**src/rtl/writeback_ledger.sv**
```systemverilog
// Physical-tag allocator plus in-order ledger: grants free tags at dispatch,
// marks entries done on writeback, retires them in program order.
module writeback_ledger #(
    parameter int NTAGS = 32,
    parameter int TAGW  = 5,
    parameter int DEPTH = 16,
    parameter int NRW   = 4,
    localparam int PW   = $clog2(DEPTH),
    localparam int CW   = PW + 1
) (
    input  logic             clk,
    input  logic             rst,
    input  logic             alloc_valid,
    input  logic [NRW-1:0]   alloc_nr,
    output logic             alloc_ready,
    output logic [TAGW-1:0]  alloc_tag,
    input  logic             wb_valid,
    input  logic [TAGW-1:0]  wb_tag,
    output logic             commit_valid,
    input  logic             commit_ready,
    output logic [NRW-1:0]   commit_nr,
    output logic [TAGW-1:0]  commit_tag,
    input  logic             flush,
    output logic [CW-1:0]    count,
    output logic [NTAGS-1:0] free_mask
);

    logic [NTAGS-1:0]           free_q, free_d;
    logic [DEPTH-1:0]           valid_q, valid_d;
    logic [DEPTH-1:0]           done_q, done_d;
    logic [DEPTH-1:0][NRW-1:0]  nr_q, nr_d;
    logic [DEPTH-1:0][TAGW-1:0] tag_q, tag_d;
    logic [PW-1:0]              head_q, head_d;
    logic [PW-1:0]              tail_q, tail_d;
    logic [CW-1:0]              count_q, count_d;
    logic                       alloc_fire, commit_fire;

    // Lowest-index free tag wins; scan from the top so the last hit is the lowest.
    always_comb begin
        alloc_tag = '0;
        for (int i = NTAGS - 1; i >= 0; i--) begin
            if (free_q[i]) alloc_tag = TAGW'(i);
        end
    end

    assign alloc_ready  = (count_q != CW'(DEPTH)) && (|free_q);
    assign alloc_fire   = alloc_valid && alloc_ready;
    assign commit_valid = valid_q[tail_q] && done_q[tail_q];
    assign commit_fire  = commit_valid && commit_ready;
    assign commit_nr    = nr_q[tail_q];
    assign commit_tag   = tag_q[tail_q];
    assign count        = count_q;
    assign free_mask    = free_q;

    always_comb begin
        free_d  = free_q;
        valid_d = valid_q;
        done_d  = done_q;
        nr_d    = nr_q;
        tag_d   = tag_q;
        head_d  = head_q;
        tail_d  = tail_q;
        count_d = count_q;
        if (flush) begin
            free_d  = '1;
            valid_d = '0;
            head_d  = '0;
            tail_d  = '0;
            count_d = '0;
        end else begin
            for (int i = 0; i < DEPTH; i++) begin
                if (wb_valid && valid_q[i] && (tag_q[i] == wb_tag)) done_d[i] = 1'b1;
            end
            // Commit slot (tail) and alloc slot (head) never collide: that needs
            // the ledger both empty and full at once.
            if (commit_fire) begin
                valid_d[tail_q]        = 1'b0;
                free_d[tag_q[tail_q]]  = 1'b1;
                tail_d                 = tail_q + 1'b1;
            end
            if (alloc_fire) begin
                nr_d[head_q]     = alloc_nr;
                tag_d[head_q]    = alloc_tag;
                done_d[head_q]   = 1'b0;
                valid_d[head_q]  = 1'b1;
                free_d[alloc_tag] = 1'b0;
                head_d           = head_q + 1'b1;
            end
            case ({alloc_fire, commit_fire})
                2'b10:   count_d = count_q + 1'b1;
                2'b01:   count_d = count_q - 1'b1;
                default: count_d = count_q;
            endcase
        end
    end

    always_ff @(posedge clk) begin
        if (rst) begin
            free_q  <= '1;
            valid_q <= '0;
            done_q  <= '0;
            nr_q    <= '0;
            tag_q   <= '0;
            head_q  <= '0;
            tail_q  <= '0;
            count_q <= '0;
        end else begin
            free_q  <= free_d;
            valid_q <= valid_d;
            done_q  <= done_d;
            nr_q    <= nr_d;
            tag_q   <= tag_d;
            head_q  <= head_d;
            tail_q  <= tail_d;
            count_q <= count_d;
        end
    end

endmodule

```
**config.mk**
```make
export PLATFORM = sky130hd
export DESIGN_NAME = writeback_ledger
export DESIGN_NICKNAME = d
export VERILOG_FILES = /design/src/rtl/writeback_ledger.sv
export SDC_FILE = /design/constraint.sdc
export NUM_CORES = 1
export LEC_CHECK = 0
export ABC_CLOCK_PERIOD_IN_PS = 6300
export CORE_MARGIN = 5
export CORE_UTILIZATION = 50
export DETAILED_ROUTE_END_ITERATION = 8
export PLACE_DENSITY_LB_ADDON = 0.05
export SLEW_MARGIN = 30
export SYNTH_ARGS = -nofsm -noshare
export SYNTH_HDL_FRONTEND = slang
export SYNTH_SLANG_ARGS = --single-unit
```
**constraint.sdc**
```tcl
create_clock -name clk -period 6.3 [get_ports clk]
set_input_delay 0.945 -clock clk [delete_from_list [all_inputs] [get_ports clk]]
set_output_delay 0.945 -clock clk [all_outputs]
set_load 0.01 [all_outputs]
```
== Word level (Yosys, flattened, before mapping) ==
Index checks and enable logic that the tools add are counted.

* Input bits: 15
* Output and inout port bits: 53
* Logic and storage cells: 216
* Register bits after elaboration: 221

* Equal/unequal tests: 19
* Multiplexer cells: 94
* $lt $le $gt $ge: 8
* Reductions and logical operators: 44
* Add/sub/neg operators: 4
* Bitwise operators: 9

{| class="wikitable"
|+ Operators with widths
! kind !! number
|-
| $mux W5 || 34
|-
| $mux W32 || 3
|-
| $bwmux W80 || 1
|-
| $eq A5 B5 Y1 || 16
|-
| $bwmux W64 || 1
|-
| $mux W16 || 4
|-
| $logic_and A1 B1 Y1 || 40
|-
| $mux W1 || 38
|-
| $and A16 B16 Y16 || 2
|-
| $and A32 B32 Y32 || 1
|-
| $not A16 Y16 || 2
|-
| $not A32 Y32 || 1
|-
| $or A32 B32 Y32 || 1
|-
| $reduce_or A32 Y1 || 1
|-
| $bmux W5 S4 || 1
|-
| $demux W5 S4 || 1
|-
| $bmux W4 S4 || 1
|-
| $demux W4 S4 || 1
|-
| $or A16 B16 Y16 || 1
|-
| $lt A5 B6 Y1 const B || 2
|-
| $demux W1 S5 || 2
|-
| $ge A5 B1 Y1 const B || 2
|-
| $lt A4 B5 Y1 const B || 2
|-
| $pmux W5 S2 || 1
|-
| other kinds (14) || 19
|}

== Logic depth before layout (Yosys ltp) ==
Gate-level depths: netlist of the first run.

* Depth in word-level cells: 39
* Gate-level depth with buffers: 17
* Mapped depth without buffers: 14

== Worst setup path before layout of the first run ==
No wires, ideal clock.

* Path kind: register -> register
* Start: register tail_q[1]
* End: register count_q[4], in the netlist count[4]
* Setup time: 0.128 ns
* Slack: 2.955 ns
* Path buffers: 2
* Stages on the path, launching flop included: 16
* Arrival: 3.217 ns
* Period minus slack after synthesis: 3.345 ns
* Required time: 6.172 ns
* Cell sequence: dfxtp_1 buf_2 mux4_2 a211oi_1 nand4bb_1 inv_2 buf_2 ha_1 inv_1 fa_1 nor2b_1 o21ai_0 and3_1 nor3_1 xnor2_1 nor2_1

* Word-level cells in the longest chain between the ends: 6
* Elaborated cells between the ends (all ways): 10
* Classes of those cells: 2 x eq/ne; 5 x mux; 3 x reduce/logical

{| class="wikitable"
|+ RTL lines
! element !! RTL line !! RTL
|-
| start: declaration || 34 || <nowiki>logic [PW-1:0] tail_q, tail_d;</nowiki>
|-
| start signal: assignment || 114 || <nowiki>tail_q <= tail_d;</nowiki>
|-
| $bmux W1 S4 || 48 || <nowiki>assign commit_valid = valid_q[tail_q] && done_q[tail_q];</nowiki>
|-
| $mux W1 (implied by the code) || 48 ||
|-
| $logic_and A1 B1 Y1 (*) || 48 ||
|-
| $logic_and A1 B1 Y1 (*) || 49 || <nowiki>assign commit_fire = commit_valid && commit_ready;</nowiki>
|-
| net commit_fire || 36 || <nowiki>logic alloc_fire, commit_fire;</nowiki>
|-
| $eq A2 B1 Y1 or $eq A2 B2 Y1 (tied branches) || 89 || <nowiki>case ({alloc_fire, commit_fire})</nowiki>
|-
| $pmux W5 S2 or $reduce_bool A2 Y1 (tied branches) || - ||
|-
| end signal: assignment || 115 || <nowiki>count_q <= count_d;</nowiki>
|-
| end: declaration || 35 || <nowiki>logic [CW-1:0] count_q, count_d;</nowiki>
|}

The timed path passes the listed nets; every way through them passes the cells marked *. The select of a mux whose other input is x is not followed.
A chain may end at the register's enable or synchronous reset.

== Final worst setup path of the first run ==
* Start: register free_q[20], in the netlist free_mask[20]
* End: output port alloc_tag[0]

* Word-level cells in the longest chain between the ends: 21

{| class="wikitable"
|+ RTL lines
! element !! RTL line !! RTL
|-
| start: declaration || 28 || <nowiki>logic [NTAGS-1:0] free_q, free_d;</nowiki>
|-
| start signal: assignment || 108 || <nowiki>free_q <= free_d;</nowiki>
|-
| $mux W5 (21 in a row) || 42 || <nowiki>if (free_q[i]) alloc_tag = TAGW'(i);</nowiki>
|-
| end: declaration || 16 || <nowiki>output logic [TAGW-1:0] alloc_tag,</nowiki>
|}

No other way between the ends.

==> flow_summary.json, run 1 <==
{
  "multiInputGateArea_um2": 6120,
  "period_minus_slack_ps": 4470,
  "grt_first_pass_wirelength_um": 54200,
  "fill_cells": 1976,
  "r2r_cells": 14,
  "synth_top_cells_by_count": "dfxtp_1, nor2_1, clkbuf_1",
  "slew_violations": 0,
  "hold_buffers": 0,
  "skew_ps": 12.6,
  "drc": 0,
  "grt_usage_pct": 27.7,
  "n_antenna_cell": 0,
  "rows": 54,
  "syn_inst": 1156,
  "p_sw_share_pct": 23.0,
  "rsz0062_at_grt": "no",
  "drive_above_1_share_pct": 12.1,
  "async_flop_share_pct": 0,
  "gp_congestion": 0.863,
  "ctsRootBufferMaster": "clkbuf_16",
  "yosysTopAreaCellShare_pct": 40.1,
  "die_y_um": 159,
  "fmax_ghz": 0.224,
  "synth_edf_count": 0,
  "drtPass1Iterations": 5,
  "hp-start": "nr_q[0]$_SDFFE_PP0P_",
  "ys_ff_latch": 221,
  "yosys.area.top_type": "dfxtp_1",
  "routed_via_density": 6.49,
  "grt_max_degree": 94,
  "required_ps": 5350,
  "dieArea_um2": 25100,
  "min_path_cells": 1,
  "grt_overflow": 0,
  "vias": 9469,
  "seq_area_um2": 4430,
  "power_frac_comb_pct": 4.3,
  "hold_viol": 0,
  "synthTopCellsByArea": "dfxtp_1, mux4_2, xor2_1",
  "setup_violations": 0,
  "reg2reg_setup_slack_ps": 2260,
  "ir_drop_uv": 218,
  "core_area_um2": 21800,
  "syn_area_um2": 11000,
  "avgRoutedWirePerCell_um": 24.1,
  "syn_nets": 1184,
  "dp.cells": 1415,
  "grt_pass1_vias": 8993,
  "clockBufferDepth": 3,
  "finalSetupTns_ps": 0,
  "ant_nets": 0,
  "cp.arrival_ps": 3530,
  "drtIter0Drc": 908,
  "start_util_pct": 50.7,
  "worst_setup_path_end_kind": "output pin",
  "synth-main-ff-cell": "dfxtp_1",
  "io-pin-count": 68,
  "die_w_um": 159,
  "cts-resized-gates": 0,
  "cpMaxStageDelayCell": "clkdlybuf4s50_1",
  "clk_pin_slew_ps": 70,
  "internal_power_mw": 2.28,
  "insertion_delay_ps": 530,
  "path_cells": "or3_1 -> a221oi_1 -> o21ai_1 -> a221oi_2 -> buf_4 -> o21a_1 -> clkdlybuf4s50_1",
  "yosysWarnings": 0,
  "cp_max_fo": 15,
  "wl_um": 35200,
  "p_switching_mw": 0.680,
  "cts.sink_count": 221,
  "hp-class": "reg2reg",
  "synth.most_common_cell": "dfxtp_1",
  "ys_types": 61,
  "final_nets": 1189,
  "fin_crit_sh_pct": 71.0,
  "seqPwrFrac_pct": 47.5,
  "critical_path_class": "reg2out",
  "outcome": "finished, final reports clean",
  "r2r-end": "count[4]$_SDFFE_PP0P_",
  "final_cell_count_no_fill": 1459,
  "port_buffers": 67,
  "yosysSeqAreaShare_pct": 40.1,
  "crit_path_start_kind": "flop",
  "p_leak_nw": 4.26,
  "antenna_found_initial": 0,
  "h-tree-depth": 1,
  "clkPwrFrac_pct": 48.2,
  "p_per_area_nw_per_um2": 235,
  "cts_buffers": 24,
  "area_growth_pct": 14.1,
  "whs_endpoint": "nr_q[0]$_SDFFE_PP0P_",
  "syn_area_per_cell_um2": 9.55,
  "maxSlewHeadroom_pct": 38.2,
  "tightest_slew_ps": 920,
  "hpwl_um": 23700,
  "rr_startpoint": "tail_q[2]$_SDFFE_PP0P_",
  "cts_tree": "built",
  "cts_setup_buffers": 0,
  "critPathMaxStageDelay_ps": 660,
  "cap_violations": 0
}
[routing by layer]
layer,GRT usage [%],vias to the layer above,wire length (µm)
met5,0,-,0
met4,9.55,0,1270
met3,5.54,81,2920
met2,42.2,408,15800
met1,39.4,4650,15200
li1,-,4330,-
[per-stage QoR]
step	area (µm²)	hold slack, ps	worst slack (ps)	power (mW)	util (%)
finish	12600	477	1830	2.96	57.9
detailed placement	11800	450	2370	1.56	54.2
floorplan	11000	438	2960	1.52	-
global route	12600	482	1660	3.04	57.9
CTS	12600	475	1810	2.98	57.9
global placement	11800	452	2260	1.56	54.2
[flip-flops by register name, indices dropped and copies added (netlist names)]
signal,cells
done_q,16
count,5
nr_q,64
head_q,4
valid_q,16
tail_q,4
free_mask,32
tag_q,80
[worst max path at each step]
stage / startpoint / to / slack (ps) / cells after the start
2_1_floorplan: tail_q[1]$_SDFFE_PP0P_ / count[4]$_SDFFE_PP0P_ / 2960 / 15
3_3_place_gp: tail_q[1]$_SDFFE_PP0P_ / count[4]$_SDFFE_PP0P_ / 2260 / 13
3_5_place_dp: tail_q[2]$_SDFFE_PP0P_ / count[4]$_SDFFE_PP0P_ / 2370 / 14
4_1_cts: tail_q[0]$_SDFFE_PP0P_ / commit_nr[0] / 1810 / 4
5_1_grt: tail_q[0]$_SDFFE_PP0P_ / commit_nr[0] / 1660 / 4
6_report: free_mask[20]$_SDFF_PP1_ / alloc_tag[0] / 1830 / 7
[cell families after synthesis]
kind of cell | synth area share [%]
compound gates | 20.2
flops | 40.1
fa+ha+maj | 1.54
xor+xnor | 6.90
simple gates | 13.4
mux | 13.0
buf+inv | 4.83
[cells in the final DEF, fill, tap and decap left out, types with 19 or more instances in the layout]
cell / count
mux2i_1: 49
dfxtp_1: 219
mux4_2: 42
nor2_1: 96
a41oi_1: 29
xor2_1: 68
a31oi_1: 19
a311oi_1: 32
nor3_1: 25
clkdlybuf4s50_1: 62
buf_4: 23
clkbuf_16: 24
xnor2_1: 19
nand2_1: 50
o21ai_0: 48
nor4_1: 30
a21oi_1: 61
nand3_1: 24
a22o_1: 38
[layout make-up]
type                       instances  share of cell area, %
clock buffer                      37                   5.79
inverter                          21                  0.626
sequential                       221                   35.2
timing repair buffer              90                   6.54
tap                              280                   2.78
multi-input combinational        803                   48.5
clock inverter                     7                  0.566
[power groups by stage]
stage	combinational (mW)	sequential, mW	clock (mW)
floorplan	0.0819	1.44	0
global placement	0.126	1.44	0
detailed placement	0.125	1.44	0
CTS	0.126	1.40	1.44
global route	0.135	1.40	1.50
finish	0.127	1.40	1.42
[worst max-delay path: cells and delay by family (launching register included)]
kind	cells	cell delay, ps
compound gates	4	1240
flops	1	370
buf+inv	2	970
simple gates	1	390
(Power assumes the default switching activity.)
==> run 2, diff against run 1 <==
--- a/config.mk
+++ b/config.mk
@@ -5,7 +5,7 @@
 export SDC_FILE = /design/constraint.sdc
 export NUM_CORES = 1
 export LEC_CHECK = 0
-export ABC_CLOCK_PERIOD_IN_PS = 6300
+export ABC_CLOCK_PERIOD_IN_PS = 4250
 export CORE_MARGIN = 5
 export CORE_UTILIZATION = 50
 export DETAILED_ROUTE_END_ITERATION = 8
==> constraint.sdc (replaced) <==
create_clock -name clk -period 4.25 [get_ports clk]
set_input_delay 0.6375 -clock clk [delete_from_list [all_inputs] [get_ports clk]]
set_output_delay 0.6375 -clock clk [all_outputs]
set_load 0.01 [all_outputs]
==> run 2 against run 1 <==
Net effect: final area is 1.6% higher; worst hold slack hardly changed; core utilization is 0.92 points higher; combinational power is 50% higher; global-route usage is 0.17 points higher; cell count is 1.6% higher.
==> flow_summary.json, run 2 (same netlist as run 1, synthesis figures left out) <==
{
  "top_register": "tag_q",
  "cp.arrival_ps": 3180,
  "crit_path_start_kind": "flop",
  "final_cell_mix": "dfxtp_1, nor2_1, xor2_1",
  "p_sw_share_pct": 22.5,
  "final_common_cell": "dfxtp_1",
  "critical_path_class": "reg2out",
  "wl_met3_um": 2800,
  "clkPwrFrac_pct": 49.4,
  "cts_buffers": 25,
  "cp_max_fo": 15,
  "fmax_ghz": 0.262,
  "wl_met1_um": 15300,
  "p_per_area_nw_per_um2": 351,
  "largest_reg_flops": 80,
  "clk_pin_slew_ps": 60,
  "die_w_um": 159,
  "area_growth_pct": 16.0,
  "fin_crit_sh_pct": 89.8,
  "final_nets": 1212,
  "io-pin-count": 68,
  "slew_violations": 0,
  "vias": 9430,
  "grt_first_pass_wirelength_um": 54200,
  "grt_overflow": 0,
  "avgRoutedWirePerCell_um": 24.0,
  "drtPass1Iterations": 5,
  "clockBufferDepth": 3,
  "grt_pass1_vias": 9019,
  "wl_um": 35500,
  "maxSlewHeadroom_pct": 41.6,
  "hpwl_um": 24300,
  "required_ps": 3610,
  "drc": 0,
  "hold_buffers": 0,
  "start_util_pct": 50.7,
  "rsz0062_at_grt": "no",
  "p_switching_mw": 1.01,
  "power_frac_comb_pct": 4.3,
  "core_area_um2": 21800,
  "rows": 54,
  "hold_viol": 0,
  "cts.sink_count": 221,
  "drtIter0Drc": 878,
  "dieArea_um2": 25100,
  "n_antenna_cell": 0,
  "grt_max_degree": 89,
  "setup_violations": 0,
  "grt_usage_pct": 27.9,
  "ir_drop_uv": 378,
  "seq_area_um2": 4430,
  "cap_violations": 0,
  "skew_ps": 17.5,
  "cts_setup_buffers": 0,
  "insertion_delay_ps": 530,
  "h-tree-depth": 1,
  "fill_cells": 1970,
  "routed_via_density": 6.36,
  "multiInputGateArea_um2": 6090,
  "wl_met2_um": 16300,
  "dp.cells": 1437,
  "cts_tree": "built",
  "ctsRootBufferMaster": "clkbuf_16",
  "cts-resized-gates": 0,
  "worst_setup_path_end_kind": "output pin",
  "seqPwrFrac_pct": 46.4,
  "hp-class": "reg2reg",
  "antenna_found_initial": 0,
  "ant_nets": 0,
  "finalSetupTns_ps": 0,
  "die_y_um": 159,
  "period_minus_slack_ps": 3820,
  "internal_power_mw": 3.48,
  "outcome": "finished, final reports clean",
  "final_cell_count_no_fill": 1482,
  "port_buffers": 67,
  "routed.top_layer": "met4",
  "tightest_slew_ps": 869,
  "drive_above_1_share_pct": 12.9,
  "p_leak_nw": 4.41,
  "gp_congestion": 0.954
}
## run 2: cell types whose count changed in the layout (fill, tap and decap cells not counted), sizes merged
cell,delta
buf,+22
bufinv,+2
clkbuf,-2
inv,+1
## run 2: worst paths after layout
path,end,slack (ps),start,cells past startpoint
hold reg to reg,nr_q[17]$_SDFFE_PP0P_,480,nr_q[17]$_SDFFE_PP0P_,1
hold / removal,nr_q[17]$_SDFFE_PP0P_,480,nr_q[17]$_SDFFE_PP0P_,1
setup reg to reg,count[4]$_SDFFE_PP0P_,520,free_mask[11]$_SDFF_PP1_,13
setup / recovery,commit_tag[3],430,tail_q[0]$_SDFFE_PP0P_,6
## run 2: layout make-up
cell class | count | area share (%)
tap | 280 | 2.74
clock buffer | 35 | 5.57
inverter | 21 | 0.616
clock inverter | 10 | 1.01
sequential | 221 | 34.6
timing repair buffer | 112 | 7.93
multi-input combinational | 803 | 47.6
## run 2: metal layers
metal / vias to the layer above / global-route usage (%)
li1: 4365 / -
met1: 4611 / 39.2
met5: - / 0
met3: 78 / 4.48
met4: 0 / 7.96
met2: 376 / 44.6
## run 2: power groups by stage
stage | sequential [mW] | combinational, mW | clock (mW)
after detailed placement | 2.13 | 0.188 | 0
after floorplan | 2.13 | 0.121 | 0
final | 2.08 | 0.191 | 2.22
after CTS | 2.08 | 0.189 | 2.25
after global placement | 2.13 | 0.190 | 0
after global routing | 2.08 | 0.203 | 2.34
## run 2: critical path, stage by stage (launching register included)
cell and delay (ps):
dfxtp_2 640, buf_12 230, mux4_2 530, a22o_1 310, a221oi_4 300, inv_2 130, clkdlybuf4s50_1 500
## run 2: through the flow
stage               worst slack, ps  util, %  hold WS (ps)  total power [mW]  instance area [µm²]
global route                    199     58.8           485              4.62                12800
floorplan                       905        -           438              2.25                11000
finish                          433     58.8           477              4.49                12800
global placement                713     55.0           451              2.32                12000
detailed placement              608     54.9           451              2.32                12000
CTS                             403     58.8           474              4.52                12800
==> run 3, diff against run 2 <==
--- a/config.mk
+++ b/config.mk
@@ -5,6 +5,7 @@
 export SDC_FILE = /design/constraint.sdc
 export NUM_CORES = 1
 export LEC_CHECK = 0
+export ABC_AREA = 1
 export ABC_CLOCK_PERIOD_IN_PS = 4250
 export CORE_MARGIN = 5
 export CORE_UTILIZATION = 50
==> run 3 against run 2 <==
Net effect: sequential share of layout area grew 0.098 points; clock-buffer cell count down 2; flip-flop and latch count unchanged; cell count rose by 29%; wire length rose by 3.5%; largest power group unchanged; clock power is 3% higher; die area decreased by 0.88%; total power up 2.1%; via count up 19%; sequential power about the same; final area shrank 0.28%.
==> flow_summary.json, run 3 <==
{
  "syn_area_per_cell_um2": 6.96,
  "p_leak_nw": 4.89,
  "path_delay_family": "simple AND/OR/NAND/NOR gates",
  "final_nets": 1644,
  "outcome": "finished, final reports clean",
  "tightest_slew_ps": 1060,
  "top_register": "tag_q",
  "yosysSeqAreaShare_pct": 40.5,
  "insertion_delay_ps": 530,
  "routed.top_layer": "met4",
  "synth-main-ff-cell": "dfxtp_1",
  "finalSetupTns_ps": 0,
  "clk_pin_slew_ps": 60,
  "required_ps": 3610,
  "rsz0062_at_grt": "no",
  "core_area_um2": 21700,
  "area_growth_pct": 16.7,
  "slew_violations": 0,
  "grt_first_pass_wirelength_um": 56900,
  "die_y_um": 158,
  "cap_violations": 0,
  "grt_usage_pct": 28.7,
  "avgRoutedWirePerCell_um": 19.2,
  "dieArea_um2": 24900,
  "hold_buffers": 0,
  "wl_um": 36700,
  "timing.hold.ws_ps": 453,
  "period_minus_slack_ps": 3960,
  "ctsRootBufferMaster": "clkbuf_16",
  "wl_met2_um": 16200,
  "critPathBufInv": 3,
  "yosys.area.top_type": "dfxtp_1",
  "drc": 0,
  "hp-class": "reg2reg",
  "clockBufferDepth": 3,
  "synth.most_common_cell": "nand2_1",
  "ant_nets": 0,
  "port_buffers": 67,
  "critical_path_class": "reg2out",
  "grt_pass1_vias": 10200,
  "cp.arrival_ps": 3320,
  "crit_path_start_kind": "flop",
  "cts_buffers": 25,
  "final_common_cell": "nand2_1",
  "cpMaxStageDelayCell": "clkdlybuf4s50_1",
  "vias": 11200,
  "async_flop_share_pct": 0,
  "cts_tree": "built",
  "io-pin-count": 68,
  "cts.sink_count": 221,
  "setup_violations": 0,
  "syn_inst": 1570,
  "maxSlewHeadroom_pct": 28.7,
  "yosysTopAreaCellShare_pct": 40.5,
  "critPathMaxStageDelay_ps": 470,
  "final_cell_count_no_fill": 1915,
  "ys_types": 45,
  "hold_viol": 0,
  "gp_congestion": 0.955,
  "dp.cells": 1869,
  "drtIter0Drc": 1574,
  "grt_max_degree": 61,
  "grt_overflow": 0,
  "p_per_area_nw_per_um2": 359,
  "ir_drop_uv": 282,
  "fmax_ghz": 0.253,
  "fill_cells": 2112,
  "syn_area_um2": 10900,
  "synth_top_cells_by_count": "nand2_1, dfxtp_1, inv_1",
  "fin_crit_sh_pct": 93.1,
  "antenna_found_initial": 0,
  "worst_setup_path_end_kind": "output pin",
  "rows": 54,
  "start_util_pct": 50.4,
  "final_cell_mix": "nand2_1, dfxtp_1, inv_1",
  "skew_ps": 13.0,
  "n_antenna_cell": 0,
  "cp_max_fo": 16,
  "final_util_pct": 58.8,
  "largest_reg_flops": 80,
  "wl_met1_um": 16500,
  "ys_ff_latch": 221,
  "crit_top_cell": "nand2_1",
  "synthTopCellsByArea": "dfxtp_1, o21ai_0, nand2_1",
  "die_w_um": 158,
  "hpwl_um": 25600,
  "wl_met3_um": 3230,
  "drtPass1Iterations": 6,
  "h-tree-depth": 1,
  "yosysWarnings": 0,
  "drive_above_1_share_pct": 5.99,
  "synth_edf_count": 0,
  "routed_via_density": 5.87,
  "syn_nets": 1598
}
==> run 3: cell types whose count changed in the layout (fill, tap and decap cells not counted), sizes merged, moves of 18 or more <==
cell	change
a21oi	+67
a41oi	-29
o21ai	+162
nand3	+59
o22ai	+124
mux4	-42
a311oi	-31
nand2	+217
nand4	+18
mux2i	-49
a22o	-37
inv	+194
xor2	-58
==> run 3: final cells by class <==
cell class	instances	area (µm²)	area share, %
Clock buffer	33	706	5.53
Tap cell	280	350	2.74
Timing Repair Buffer	101	926	7.25
Inverter	222	837	6.56
Multi-Input combinational cell	1045	5350	41.9
Sequential cell	221	4430	34.7
Clock inverter	13	169	1.32
==> run 3: kinds of logic (layout without fill, tap and decap cells) <==
kind of cell / after synthesis / in the layout / synth area share [%]
flops: 221 / 221 / 40.5
xor+xnor: 19 / 19 / 1.52
buf+inv: 304 / 369 / 10.8
simple gates: 502 / 502 / 19.7
fa+ha+maj: 13 / 13 / 1.56
compound gates: 511 / 511 / 25.9
==> run 3: through the flow <==
| step | area (µm²) | power [mW] | setup slack (ps) |
|---|---|---|---|
| finish | 12800 | 4.59 | 295 |
| global route | 12800 | 4.72 | 81.6 |
| global placement | 11900 | 2.34 | 738 |
| detailed placement | 11900 | 2.34 | 665 |
| floorplan | 10900 | 2.25 | 1220 |
| CTS | 12700 | 4.61 | 325 |
==> run 3: final timing paths <==
check | from | end | slack, ps | cells past startpoint
worst min register to register | done_q[8]$_SDFFE_PP0N_ | done_q[8]$_SDFFE_PP0N_ | 450 | 2
worst max register to register | tail_q[1]$_SDFFE_PP0P_ | count[4]$_SDFFE_PP0P_ | 560 | 19
worst min-delay path | done_q[8]$_SDFFE_PP0N_ | done_q[8]$_SDFFE_PP0N_ | 450 | 2
worst max-delay path | free_mask[30]$_SDFF_PP1_ | alloc_tag[0] | 290 | 34
==> run 3: report_power, final <==
part | switching (mW) | leakage (nW) | internal (mW)
Combinational | 0.153 | 2.67 | 0.0640
Clock | 0.880 | 0.440 | 1.41
Sequential | 0.00506 | 1.78 | 2.08
==> run 3: timing repair <==
| action | CTS | global route |
|---|---|---|
| endpoints found under the setup margin | 0 | 1 |
| buffers inserted | 0 | 0 |
| gates resized for setup | 0 | 1 |
==> run 3: layer usage <==
| metal | GRT usage, % | vias to the layer above |
|---|---|---|
| li1 | - | 5412 |
| met1 | 42.6 | 5263 |
| met2 | 43.9 | 495 |
| met3 | 3.72 | 63 |
| met4 | 7.58 | 0 |
| met5 | 0 | - |
==> run 3: tightest hold or removal path, delay by kind of cell, from the launching register on <==
family | cells | cell delay [ps]
buf+inv | 1 | 50
compound gates | 1 | 50
flops | 1 | 310
